<file path="src/rtl/cpu_ctrl_fsm_param.sv">
// Multicycle control FSM for the 16-bit RISC datapath (variable-latency memory, timeout, sticky ERR; BRANCH_EN adds conditional branches).
// Latency: Moore outputs decoded from the state register; one state per cycle, and memory states last until mem_ready.
// Backpressure: IF1/LDR_MEM/STR_MEM stall on mem_ready low; after MAX_WAIT stalled cycles the FSM enters ERR (MAX_WAIT=0 disables the timeout).
module cpu_ctrl_fsm_param #(
    parameter int MAX_WAIT = 8,
    parameter int CNT_W    = 16
) (
    input  logic             clk,
    input  logic             reset,
    input  logic [2:0]       opcode,
    input  logic [1:0]       op,
    input  logic [2:0]       cond,
    input  logic [2:0]       Rn,
    input  logic [2:0]       Rd,
    input  logic [2:0]       Rm,
    input  logic             N,
    input  logic             V,
    input  logic             Z,
    input  logic             mem_ready,
    output logic [2:0]       readnum,
    output logic [2:0]       writenum,
    output logic             write,
    output logic             loada,
    output logic             loadb,
    output logic             loadc,
    output logic             loads,
    output logic             asel,
    output logic             bsel,
    output logic [1:0]       vsel,
    output logic             load_ir,
    output logic             load_pc,
    output logic             reset_pc,
    output logic             load_addr,
    output logic             addr_sel,
    output logic             pc_branch,
    output logic [1:0]       mem_cmd,
    output logic             halted,
    output logic             err,
    output logic [CNT_W-1:0] retired
);

    localparam logic [1:0] MREAD  = 2'd1;
    localparam logic [1:0] MNONE  = 2'd2;
    localparam logic [1:0] MWRITE = 2'd3;

    localparam int WC_W = (MAX_WAIT > 0) ? $clog2(MAX_WAIT + 1) : 1;
    localparam logic [WC_W-1:0] WAIT_LIM = WC_W'(MAX_WAIT);

    typedef enum logic [4:0] {
        S_RST, S_IF1, S_IF2, S_UPD_PC, S_DECODE, S_MOVI,
        S_MOVR_B, S_MOVR_C, S_MOVR_WR,
        S_ALU_B, S_ALU_A, S_ALU_C, S_ALU_S, S_ALU_WR,
        S_LDR_A, S_LDR_C, S_LDR_ADDR, S_LDR_MEM, S_LDR_WR,
        S_STR_A, S_STR_C, S_STR_ADDR, S_STR_B, S_STR_C2, S_STR_MEM,
        S_BR, S_HALT, S_ERR
    } state_t;

    state_t            state_q, state_d;
    logic [WC_W-1:0]   wait_cnt_q, wait_cnt_d;
    logic [CNT_W-1:0]  retired_q, retired_d;
    logic              timeout;
    logic              br_taken;
    logic              br_valid;

`ifdef BRANCH_EN
    always_comb begin
        br_taken = 1'b0;
        br_valid = 1'b1;
        case (cond)
            3'b000:  br_taken = 1'b1;
            3'b001:  br_taken = Z;
            3'b010:  br_taken = ~Z;
            3'b011:  br_taken = N ^ V;
            3'b100:  br_taken = (N ^ V) | Z;
            default: br_valid = 1'b0;
        endcase
    end
`else
    logic unused_br;
    assign unused_br = ^{cond, N, V, Z};
    assign br_taken  = 1'b0;
    assign br_valid  = 1'b0;
`endif

    // mem_ready is tested first in every wait state, so a late ready still wins over the timeout.
    assign timeout = (MAX_WAIT != 0) && (wait_cnt_q == WAIT_LIM);

    always_comb begin
        state_d = state_q;
        case (state_q)
            S_RST:      state_d = S_IF1;
            S_IF1:      if (mem_ready) state_d = S_IF2; else if (timeout) state_d = S_ERR;
            S_IF2:      state_d = S_UPD_PC;
            S_UPD_PC:   state_d = S_DECODE;
            S_DECODE: begin
                case (opcode)
                    3'b110: begin
                        if (op == 2'b10)      state_d = S_MOVI;
                        else if (op == 2'b00) state_d = S_MOVR_B;
                        else                  state_d = S_ERR;
                    end
                    3'b101:  state_d = S_ALU_B;
                    3'b011:  state_d = (op == 2'b00) ? S_LDR_A : S_ERR;
                    3'b100:  state_d = (op == 2'b00) ? S_STR_A : S_ERR;
                    3'b111:  state_d = S_HALT;
`ifdef BRANCH_EN
                    3'b001:  state_d = S_BR;
`endif
                    default: state_d = S_ERR;
                endcase
            end
            S_MOVI:     state_d = S_IF1;
            S_MOVR_B:   state_d = S_MOVR_C;
            S_MOVR_C:   state_d = S_MOVR_WR;
            S_MOVR_WR:  state_d = S_IF1;
            S_ALU_B:    state_d = (op == 2'b11) ? S_ALU_C : S_ALU_A;
            S_ALU_A:    state_d = (op == 2'b01) ? S_ALU_S : S_ALU_C;
            S_ALU_C:    state_d = S_ALU_WR;
            S_ALU_S:    state_d = S_IF1;
            S_ALU_WR:   state_d = S_IF1;
            S_LDR_A:    state_d = S_LDR_C;
            S_LDR_C:    state_d = S_LDR_ADDR;
            S_LDR_ADDR: state_d = S_LDR_MEM;
            S_LDR_MEM:  if (mem_ready) state_d = S_LDR_WR; else if (timeout) state_d = S_ERR;
            S_LDR_WR:   state_d = S_IF1;
            S_STR_A:    state_d = S_STR_C;
            S_STR_C:    state_d = S_STR_ADDR;
            S_STR_ADDR: state_d = S_STR_B;
            S_STR_B:    state_d = S_STR_C2;
            S_STR_C2:   state_d = S_STR_MEM;
            S_STR_MEM:  if (mem_ready) state_d = S_IF1; else if (timeout) state_d = S_ERR;
            S_BR:       state_d = br_valid ? S_IF1 : S_ERR;
            S_HALT:     state_d = S_HALT;
            S_ERR:      state_d = S_ERR;
            default:    state_d = S_ERR;
        endcase
    end

    // The counter only runs while a wait state holds; any transition, including entry, clears it.
    always_comb begin
        wait_cnt_d = '0;
        if ((state_d == state_q) &&
            (state_q == S_IF1 || state_q == S_LDR_MEM || state_q == S_STR_MEM))
            wait_cnt_d = wait_cnt_q + 1'b1;
    end

    always_comb begin
        retired_d = retired_q;
        if (state_d == S_IF1 && state_q != S_IF1 && state_q != S_RST)
            retired_d = retired_q + 1'b1;
    end

    always_ff @(posedge clk or negedge reset) begin
        if (!reset) begin
            state_q    <= S_RST;
            wait_cnt_q <= '0;
            retired_q  <= '0;
        end else begin
            state_q    <= state_d;
            wait_cnt_q <= wait_cnt_d;
            retired_q  <= retired_d;
        end
    end

    assign retired = retired_q;

    always_comb begin
        readnum   = 3'd0;
        writenum  = 3'd0;
        write     = 1'b0;
        loada     = 1'b0;
        loadb     = 1'b0;
        loadc     = 1'b0;
        loads     = 1'b0;
        asel      = 1'b0;
        bsel      = 1'b0;
        vsel      = 2'd0;
        load_ir   = 1'b0;
        load_pc   = 1'b0;
        reset_pc  = 1'b0;
        load_addr = 1'b0;
        addr_sel  = 1'b0;
        pc_branch = 1'b0;
        mem_cmd   = MNONE;
        halted    = 1'b0;
        err       = 1'b0;
        case (state_q)
            S_RST:      begin reset_pc = 1'b1; load_pc = 1'b1; end
            S_IF1:      begin addr_sel = 1'b1; mem_cmd = MREAD; end
            S_IF2:      begin addr_sel = 1'b1; mem_cmd = MREAD; load_ir = 1'b1; end
            S_UPD_PC:   load_pc = 1'b1;
            S_MOVI:     begin write = 1'b1; writenum = Rn; vsel = 2'd2; end
            S_MOVR_B:   begin readnum = Rm; loadb = 1'b1; end
            S_MOVR_C:   begin asel = 1'b1; loadc = 1'b1; end
            S_MOVR_WR:  begin write = 1'b1; writenum = Rd; end
            S_ALU_B:    begin readnum = Rm; loadb = 1'b1; end
            S_ALU_A:    begin readnum = Rn; loada = 1'b1; end
            S_ALU_C:    loadc = 1'b1;
            S_ALU_S:    loads = 1'b1;
            S_ALU_WR:   begin write = 1'b1; writenum = Rd; end
            S_LDR_A,
            S_STR_A:    begin readnum = Rn; loada = 1'b1; bsel = 1'b1; end
            S_LDR_C,
            S_STR_C:    begin loadc = 1'b1; bsel = 1'b1; end
            S_LDR_ADDR,
            S_STR_ADDR: load_addr = 1'b1;
            S_LDR_MEM:  mem_cmd = MREAD;
            S_LDR_WR:   begin write = 1'b1; writenum = Rd; vsel = 2'd3; mem_cmd = MREAD; end
            S_STR_B:    begin readnum = Rd; loadb = 1'b1; asel = 1'b1; end
            S_STR_C2:   begin loadc = 1'b1; asel = 1'b1; end
            S_STR_MEM:  mem_cmd = MWRITE;
            S_BR:       begin load_pc = br_taken; pc_branch = br_taken; end
            S_HALT:     halted = 1'b1;
            S_ERR:      err = 1'b1;
            default:    ;
        endcase
    end

endmodule

</file>
<file path="config.mk">
export PLATFORM = sky130hd
export DESIGN_NAME = cpu_ctrl_fsm_param
export DESIGN_NICKNAME = d
export VERILOG_FILES = /design/src/rtl/cpu_ctrl_fsm_param.sv
export SDC_FILE = /design/constraint.sdc
export NUM_CORES = 1
export LEC_CHECK = 0
export ABC_AREA = 1
export BUFFER_PORTS_ARGS = -buffer_cell sky130_fd_sc_hd__buf_2
export CORE_ASPECT_RATIO = 0.5
export CORE_UTILIZATION = 53
export CTS_CLUSTER_DIAMETER = 200
export DETAILED_ROUTE_END_ITERATION = 6
export HOLD_SLACK_MARGIN = 0.1
export PLACE_DENSITY = 0.83
export REMOVE_ABC_BUFFERS = 1
export SLEW_MARGIN = 10
export SYNTH_ARGS = -nofsm -noshare
export SYNTH_HDL_FRONTEND = slang
export SYNTH_SLANG_ARGS = --single-unit
</file>
<file path="constraint.sdc">
create_clock -name clk -period 2.1 [get_ports clk]
set_input_delay 0.42 -clock clk [delete_from_list [all_inputs] [get_ports clk]]
set_output_delay 0.42 -clock clk [all_outputs]
set_load 0.01 [all_outputs]
</file>
==> flow_results.xml, run 1 <==
<?xml version="1.0" encoding="UTF-8"?>
<metrics>
  <group name="synthesis">
    <metric name="synth_edf_count" unit="">0</metric>
    <metric name="synth_warnings" unit="">0</metric>
    <metric name="synth.top_cells.by_area" unit="">sky130_fd_sc_hd__dfrtp_1 (28%), sky130_fd_sc_hd__nand2_1 (18%), sky130_fd_sc_hd__nand3_1 (14%)</metric>
    <metric name="synthFlopType" unit="">sky130_fd_sc_hd__dfrtp_1</metric>
    <metric name="synth_top_area_cell" unit="">sky130_fd_sc_hd__dfrtp_1</metric>
    <metric name="synth.avg_cell_area" unit="µm²">6.41</metric>
    <metric name="register_bit_total_from_synthesis" unit="">25</metric>
    <metric name="postSynthCellCount" unit="">353</metric>
    <metric name="yosysSeqAreaShare" unit="%">27.6</metric>
    <metric name="synth_cell_types" unit="">30</metric>
    <metric name="post_synth_instance_area" unit="µm²">2260</metric>
    <metric name="async_reset_ff_share" unit="%">100</metric>
    <metric name="yosys.area.top_type_share" unit="%">27.6</metric>
  </group>
  <group name="worst_setup_path">
    <metric name="path_max_fanout" unit="">8</metric>
    <metric name="cpPeakStageDelay" unit="ns">0.45</metric>
    <metric name="critPathRequiredTime" unit="ns">2.31</metric>
    <metric name="criticalPathCategory" unit="">flop to flop</metric>
    <metric name="cpMaxStageDelayCell" unit="">sky130_fd_sc_hd__dfrtp_2</metric>
    <metric name="cp_cell_sequence" unit="">inv_2 &gt; nor2_4 &gt; buf_6 &gt; nand3_2 &gt; buf_6 &gt; nand2_1 &gt; nor2_1 &gt; nand3_1 &gt; nor2_4 &gt; nand2_4 &gt; nor2_8 &gt; clkbuf_16 &gt; nand3_1 &gt; nand2_1</metric>
    <metric name="cp-end-kind" unit="">flop</metric>
    <metric name="critical_path_arrival" unit="ns">2.32</metric>
    <metric name="critical_path.startpoint_type" unit="">flop</metric>
  </group>
  <group name="layout">
    <metric name="utilization" unit="%">77.6</metric>
    <metric name="layoutNonFillerInstCount" unit="">489</metric>
    <metric name="fillCellCount" unit="">297</metric>
    <metric name="stdcell_area" unit="µm²">3110</metric>
    <metric name="area.sequential" unit="µm²">632</metric>
    <metric name="layout.cells.most_common_list" unit="">sky130_fd_sc_hd__nand2_1 (98), sky130_fd_sc_hd__buf_2 (58), sky130_fd_sc_hd__nand3_1 (49)</metric>
    <metric name="syn_to_final_growth" unit="%">37.3</metric>
    <metric name="antenna_cells_inserted" unit="">0</metric>
    <metric name="multi_input_comb_area" unit="µm²">1620</metric>
    <metric name="num-nets-final" unit="">462</metric>
    <metric name="drive_gt1_share" unit="%">35.6</metric>
    <metric name="most_common_library_cell_in_the_layout_ignoring_fill_and_taps" unit="">sky130_fd_sc_hd__nand2_1</metric>
  </group>
  <group name="grt">
    <metric name="grt_antenna_before_repair" unit="">0</metric>
    <metric name="grt.overflow.total" unit="">0</metric>
    <metric name="grt_first_pass_wirelength" unit="mm">9.12</metric>
    <metric name="track_usage" unit="%">26.3</metric>
    <metric name="grt_start_max_net_pins" unit="">26</metric>
    <metric name="first_global_vias" unit="">2023</metric>
  </group>
  <group name="clock_tree">
    <metric name="ctsHtreeMaxLevel" unit="">1</metric>
    <metric name="clk_pin_slew_worst_paths" unit="ns">0.08</metric>
    <metric name="cts_sinks" unit="">25</metric>
    <metric name="cts_tree" unit="">yes</metric>
    <metric name="cts_root_buf" unit="">sky130_fd_sc_hd__clkbuf_8</metric>
    <metric name="clock_insertion_delay_worst_skew" unit="ns">0.27</metric>
    <metric name="cts.path.max_buffers" unit="">2</metric>
    <metric name="tritoncts.num_buffers" unit="">3</metric>
  </group>
  <group name="pwr">
    <metric name="share_of_total_power_in_combinational_logic" unit="%">6.2</metric>
    <metric name="clock_power_share" unit="%">34.6</metric>
    <metric name="power_per_cell_area" unit="nW/µm²">261</metric>
    <metric name="power_frac_seq" unit="%">59.2</metric>
    <metric name="power_report.internal_total" unit="mW">0.633</metric>
    <metric name="switching_share" unit="%">22.1</metric>
    <metric name="power.leakage" unit="nW">1.77</metric>
    <metric name="power_total" unit="mW">0.812</metric>
    <metric name="power.net_switching" unit="mW">0.179</metric>
    <metric name="worst_ir_drop_vdd" unit="mV">0.380</metric>
  </group>
  <group name="timing">
    <metric name="fin_hold_ws" unit="ns">0.123</metric>
    <metric name="setup_viol" unit="">2</metric>
    <metric name="max_freq" unit="GHz">0.475</metric>
    <metric name="max-slew-margin-rel" unit="%">55.3</metric>
    <metric name="finalClockSkew" unit="ns">0.00455</metric>
    <metric name="min_period_over_period" unit="%">100</metric>
    <metric name="final_hold_viol_count" unit="">0</metric>
    <metric name="max_slew_violation_total_from_the_final_report" unit="">0</metric>
    <metric name="finalWorstSetupSlack" unit="ns">-0.00598</metric>
    <metric name="fin_setup_tns" unit="ns">-0.00818</metric>
    <metric name="finalCriticalPeriod" unit="ns">2.11</metric>
    <metric name="grt_setup_unrepaired" unit="">true</metric>
    <metric name="worstMarginPinSlew" unit="ns">0.664</metric>
  </group>
  <group name="drt">
    <metric name="routed-via-count" unit="">2791</metric>
    <metric name="drtIter0Drc" unit="">188</metric>
    <metric name="ant_nets" unit="">0</metric>
    <metric name="drc_errors" unit="">0</metric>
    <metric name="via_per_inst" unit="">5.71</metric>
    <metric name="avgRoutedWirePerCell" unit="µm">15.1</metric>
    <metric name="totalWireLength" unit="mm">7.40</metric>
    <metric name="detail_route.first_pass.iterations" unit="">5</metric>
  </group>
  <group name="place">
    <metric name="place.port_buffers" unit="">56</metric>
    <metric name="placedInstanceArea" unit="µm²">2720</metric>
    <metric name="post-dp-hpwl" unit="mm">4.66</metric>
    <metric name="placement.setup.worst_slack" unit="ns">0.0527</metric>
    <metric name="last_weighted_congestion_value_of_the_routability_driven_placer" unit="">0.937</metric>
    <metric name="dp.cells" unit="">468</metric>
  </group>
  <group name="floorplan">
    <metric name="initial_utilization" unit="%">56.5</metric>
    <metric name="boundaryPins" unit="">64</metric>
    <metric name="fp.coreArea" unit="µm²">4000</metric>
    <metric name="die_area" unit="µm²">4550</metric>
    <metric name="fp.dieH" unit="µm">48.2</metric>
    <metric name="placement_row_count" unit="">16</metric>
    <metric name="die_width" unit="µm">94.4</metric>
  </group>
  <group name="run">
    <metric name="maxCapViolCount" unit="">0</metric>
  </group>
  <group name="outcome">
    <metric name="outcome" unit="">finished, violations left</metric>
    <metric name="violations" unit="">setup timing</metric>
  </group>
  <group name="worst_hold_path">
    <metric name="hold_path_class" unit="">input pin to asynchronous set/reset pin</metric>
  </group>
</metrics>
sequential cells by signal, indices dropped and copies added, names as in the netlist:
signal      count
wait_cnt_q      4
retired        16
state_q         5
final timing paths:
kind,startpoint,to,slack [ns],cells past startpoint
max in group asynchronous,reset,state_q[3]$_DFF_PN0_,1.58,1
worst min-delay path,reset,retired[0]$_DFFE_PN0P_,0.12,1
min in group clk,wait_cnt_q[0]$_DFF_PN0_,wait_cnt_q[0]$_DFF_PN0_,0.52,1
worst max-delay path,state_q[1]$_DFF_PN0_,retired[6]$_DFFE_PN0P_,-0.006,14
worst max register to register,state_q[1]$_DFF_PN0_,retired[6]$_DFFE_PN0P_,-0.006,14
worst min register to register,wait_cnt_q[0]$_DFF_PN0_,wait_cnt_q[0]$_DFF_PN0_,0.52,1
logic make-up after synthesis:
family	after synthesis	synth area share (%)
other cells	1	0.166
compound gates	19	4.86
fa+ha+maj	3	1.66
buf+inv	45	8.96
flops	25	27.6
simple gates	244	50.5
xor+xnor	16	6.19
routing by layer:
layer	vias to the layer above	share of wire [%]	global-route usage, %
li1	1305	-	-
met1	1260	40	34.9
met2	190	48	47.1
met3	36	8.4	2.18
met4	0	3.7	9.85
met5	-	0	0
cell usage after synthesis (all sizes together), types with 4 or more instances:
master,instances
nand3,65
nand4,5
nor2,51
xor2,7
inv,35
a21oi,4
xnor2,9
buf,10
dfrtp,25
o21ai,9
nand3b,4
nand2,113
final cells by class:
cell class | count | share of cell area (%)
clock buffer | 4 | 1.45
sequential | 25 | 20.3
tap | 54 | 2.17
inverter | 35 | 4.43
timing repair buffer | 86 | 19.4
multi-input combinational | 285 | 52.2
worst max-delay path: cells and delay by family (launching register included):
family	cells	cell delay, ns
flip-flops	1	0.45
buffers and inverters	4	0.54
AND/OR/NAND/NOR	10	1.06
what timing repair did:
item,4_1_cts,5_1_grt
hold endpoints to repair,0,0
gates resized for setup,7,53
cloned,0,5
buffers inserted,0,13
endpoints found under the setup margin,5,25
pin swaps,1,23
hold buffers,0,0
power groups by stage:
stage | clock network, mW | logic, mW | registers (mW)
floorplan | 0 | 0.0157 | 0.491
global placement | 0 | 0.0448 | 0.491
detailed placement | 0 | 0.0484 | 0.491
CTS | 0.289 | 0.0485 | 0.481
global route | 0.306 | 0.0573 | 0.481
finish | 0.281 | 0.0505 | 0.481
Note: power is estimated with default switching activity, not from simulation.
==> run 2, diff against run 1 <==
Clock period 2.1 ns to 2.2 ns, I/O delays scaled along.
==> flow_results.xml, run 2 (synthesis gave the netlist of run 1 again) <==
<?xml version="1.0" encoding="UTF-8"?>
<metrics>
  <group name="worst_hold_path">
    <metric name="hold_path_class" unit="">input pin to asynchronous set/reset pin</metric>
  </group>
  <group name="drt">
    <metric name="drc_errors" unit="">0</metric>
    <metric name="routed-via-count" unit="">2622</metric>
    <metric name="totalWireLength" unit="mm">6.48</metric>
    <metric name="drtIter0Drc" unit="">119</metric>
    <metric name="avgRoutedWirePerCell" unit="µm">13.4</metric>
    <metric name="ant_nets" unit="">0</metric>
    <metric name="detail_route.first_pass.iterations" unit="">5</metric>
    <metric name="via_per_inst" unit="">5.42</metric>
  </group>
  <group name="clock_tree">
    <metric name="cts_root_buf" unit="">sky130_fd_sc_hd__clkbuf_8</metric>
    <metric name="clock_insertion_delay_worst_skew" unit="ns">0.28</metric>
    <metric name="postCtsHoldBufs" unit="">0</metric>
    <metric name="tritoncts.num_buffers" unit="">3</metric>
    <metric name="cts_tree" unit="">yes</metric>
    <metric name="cts.path.max_buffers" unit="">2</metric>
    <metric name="cts_sinks" unit="">25</metric>
    <metric name="ctsHtreeMaxLevel" unit="">1</metric>
    <metric name="clk_pin_slew_worst_paths" unit="ns">0.09</metric>
  </group>
  <group name="floorplan">
    <metric name="fp.dieH" unit="µm">48.2</metric>
    <metric name="initial_utilization" unit="%">56.5</metric>
    <metric name="placement_row_count" unit="">16</metric>
    <metric name="die_area" unit="µm²">4550</metric>
    <metric name="fp.coreArea" unit="µm²">4000</metric>
    <metric name="die_width" unit="µm">94.4</metric>
    <metric name="boundaryPins" unit="">64</metric>
  </group>
  <group name="worst_setup_path">
    <metric name="critical_path.startpoint_type" unit="">flop</metric>
    <metric name="critPathRequiredTime" unit="ns">1.76</metric>
    <metric name="critical_path_arrival" unit="ns">1.72</metric>
    <metric name="cp-end-kind" unit="">output port</metric>
    <metric name="path_max_fanout" unit="">5</metric>
    <metric name="criticalPathCategory" unit="">flop to output port</metric>
  </group>
  <group name="place">
    <metric name="dp.cells" unit="">467</metric>
    <metric name="place.port_buffers" unit="">56</metric>
    <metric name="post-dp-hpwl" unit="mm">4.77</metric>
    <metric name="last_weighted_congestion_value_of_the_routability_driven_placer" unit="">0.951</metric>
  </group>
  <group name="outcome">
    <metric name="outcome" unit="">finished clean</metric>
  </group>
  <group name="layout">
    <metric name="most_common_library_cell_in_the_layout_ignoring_fill_and_taps" unit="">sky130_fd_sc_hd__nand2_1</metric>
    <metric name="syn_to_final_growth" unit="%">27.3</metric>
    <metric name="largest_register_ffs" unit="">16</metric>
    <metric name="num-nets-final" unit="">457</metric>
    <metric name="layout.cells.most_common_list" unit="">sky130_fd_sc_hd__nand2_1 (103), sky130_fd_sc_hd__nand3_1 (59), sky130_fd_sc_hd__buf_2 (57)</metric>
    <metric name="layoutNonFillerInstCount" unit="">484</metric>
    <metric name="fillCellCount" unit="">349</metric>
    <metric name="drive_gt1_share" unit="%">30.0</metric>
    <metric name="antenna_cells_inserted" unit="">0</metric>
  </group>
  <group name="timing">
    <metric name="fin_setup_tns" unit="ns">0</metric>
    <metric name="final_hold_viol_count" unit="">0</metric>
    <metric name="grt_setup_unrepaired" unit="">true</metric>
    <metric name="finalCriticalPeriod" unit="ns">2.16</metric>
    <metric name="max_slew_violation_total_from_the_final_report" unit="">0</metric>
    <metric name="min_period_over_period" unit="%">98.3</metric>
    <metric name="setup_viol" unit="">0</metric>
    <metric name="max_freq" unit="GHz">0.462</metric>
    <metric name="finalClockSkew" unit="ns">0.00717</metric>
    <metric name="worstMarginPinSlew" unit="ns">0.551</metric>
    <metric name="max-slew-margin-rel" unit="%">62.9</metric>
  </group>
  <group name="run">
    <metric name="maxCapViolCount" unit="">0</metric>
  </group>
  <group name="grt">
    <metric name="track_usage" unit="%">25.9</metric>
    <metric name="grt.overflow.total" unit="">0</metric>
    <metric name="grt_start_max_net_pins" unit="">26</metric>
    <metric name="grt_antenna_before_repair" unit="">0</metric>
    <metric name="grt_first_pass_wirelength" unit="mm">8.97</metric>
    <metric name="first_global_vias" unit="">2039</metric>
  </group>
  <group name="pwr">
    <metric name="power_per_cell_area" unit="nW/µm²">273</metric>
    <metric name="worst_ir_drop_vdd" unit="mV">0.387</metric>
    <metric name="power.leakage" unit="nW">1.66</metric>
  </group>
</metrics>
[run 2: final cells by class]
class / count / area [µm²] / area share [%]
Clock buffer: 3 / 41.3 / 1.43
Clock inverter: 1 / 7.51 / 0.261
Inverter: 35 / 138 / 4.78
Multi-Input combinational cell: 284 / 1510 / 52.3
Sequential cell: 25 / 632 / 21.9
Tap cell: 54 / 67.6 / 2.35
Timing Repair Buffer: 81 / 479 / 16.6
Timing Repair inverter: 1 / 7.51 / 0.261
[run 2: metal layers]
layer / vias to the layer above / global-route usage, % / wire, µm / share of wire, %
met2: 128 / 49.9 / 3120 / 48
li1: 1293 / - / - / -
met1: 1192 / 32.3 / 2830 / 44
met4: 0 / 5.85 / 76 / 1.2
met3: 9 / 3.74 / 452 / 7.0
met5: - / 0 / 0 / 0
[run 2: worst paths after layout]
kind	start	endpoint	slack (ns)	cells past startpoint
setup reg to reg	state_q[4]$_DFF_PN0_	retired[0]$_DFFE_PN0P_	0.06	11
min in group clk	wait_cnt_q[0]$_DFF_PN0_	wait_cnt_q[0]$_DFF_PN0_	0.49	1
hold / removal	reset	retired[5]$_DFFE_PN0P_	0.13	1
hold reg to reg	wait_cnt_q[0]$_DFF_PN0_	wait_cnt_q[0]$_DFF_PN0_	0.49	1
max in group asynchronous	reset	state_q[0]$_DFF_PN0_	1.69	1
setup / recovery	state_q[1]$_DFF_PN0_	readnum[2]	0.04	8
[run 2: timing repair]
| action | in CTS | in global routing |
|---|---|---|
| setup endpoints to repair | 22 | 25 |
| gates resized for setup | 9 | 19 |
| pin swaps | 0 | 8 |
| endpoints found under the hold margin | 0 | 0 |
| gates cloned | 0 | 3 |
| buffers inserted | 2 | 8 |
[run 2: critical path, stage by stage (launching register included)]
cell and delay (ns):
sky130_fd_sc_hd__dfrtp_2 0.43, sky130_fd_sc_hd__inv_2 0.08, sky130_fd_sc_hd__nor2_4 0.18, sky130_fd_sc_hd__buf_4 0.17, sky130_fd_sc_hd__nand3_1 0.15, sky130_fd_sc_hd__nand2_2 0.14, sky130_fd_sc_hd__nand2_1 0.06, sky130_fd_sc_hd__o211ai_1 0.08
sky130_fd_sc_hd__buf_2 0.15
[run 2: stage by stage]
step	utilization, %	cell area (µm²)	setup WS (ns)	hold slack [ns]	power [mW]
global route	71.9	2880	-0.0563	0.173	0.820
global placement	66.4	2660	0.0516	0.449	0.511
finish	71.9	2880	0.0371	0.128	0.787
CTS	68.5	2740	0.00297	0.154	0.793
floorplan	-	2190	0.0617	0.144	0.483
detailed placement	66.4	2660	-0.0145	0.455	0.514
[run 2: where the power goes]
group / total (mW) / internal (mW) / switching, mW
combinational: 0.0463 / 0.0157 / 0.0306
clock: 0.282 / 0.129 / 0.153
sequential: 0.459 / 0.459 / 0
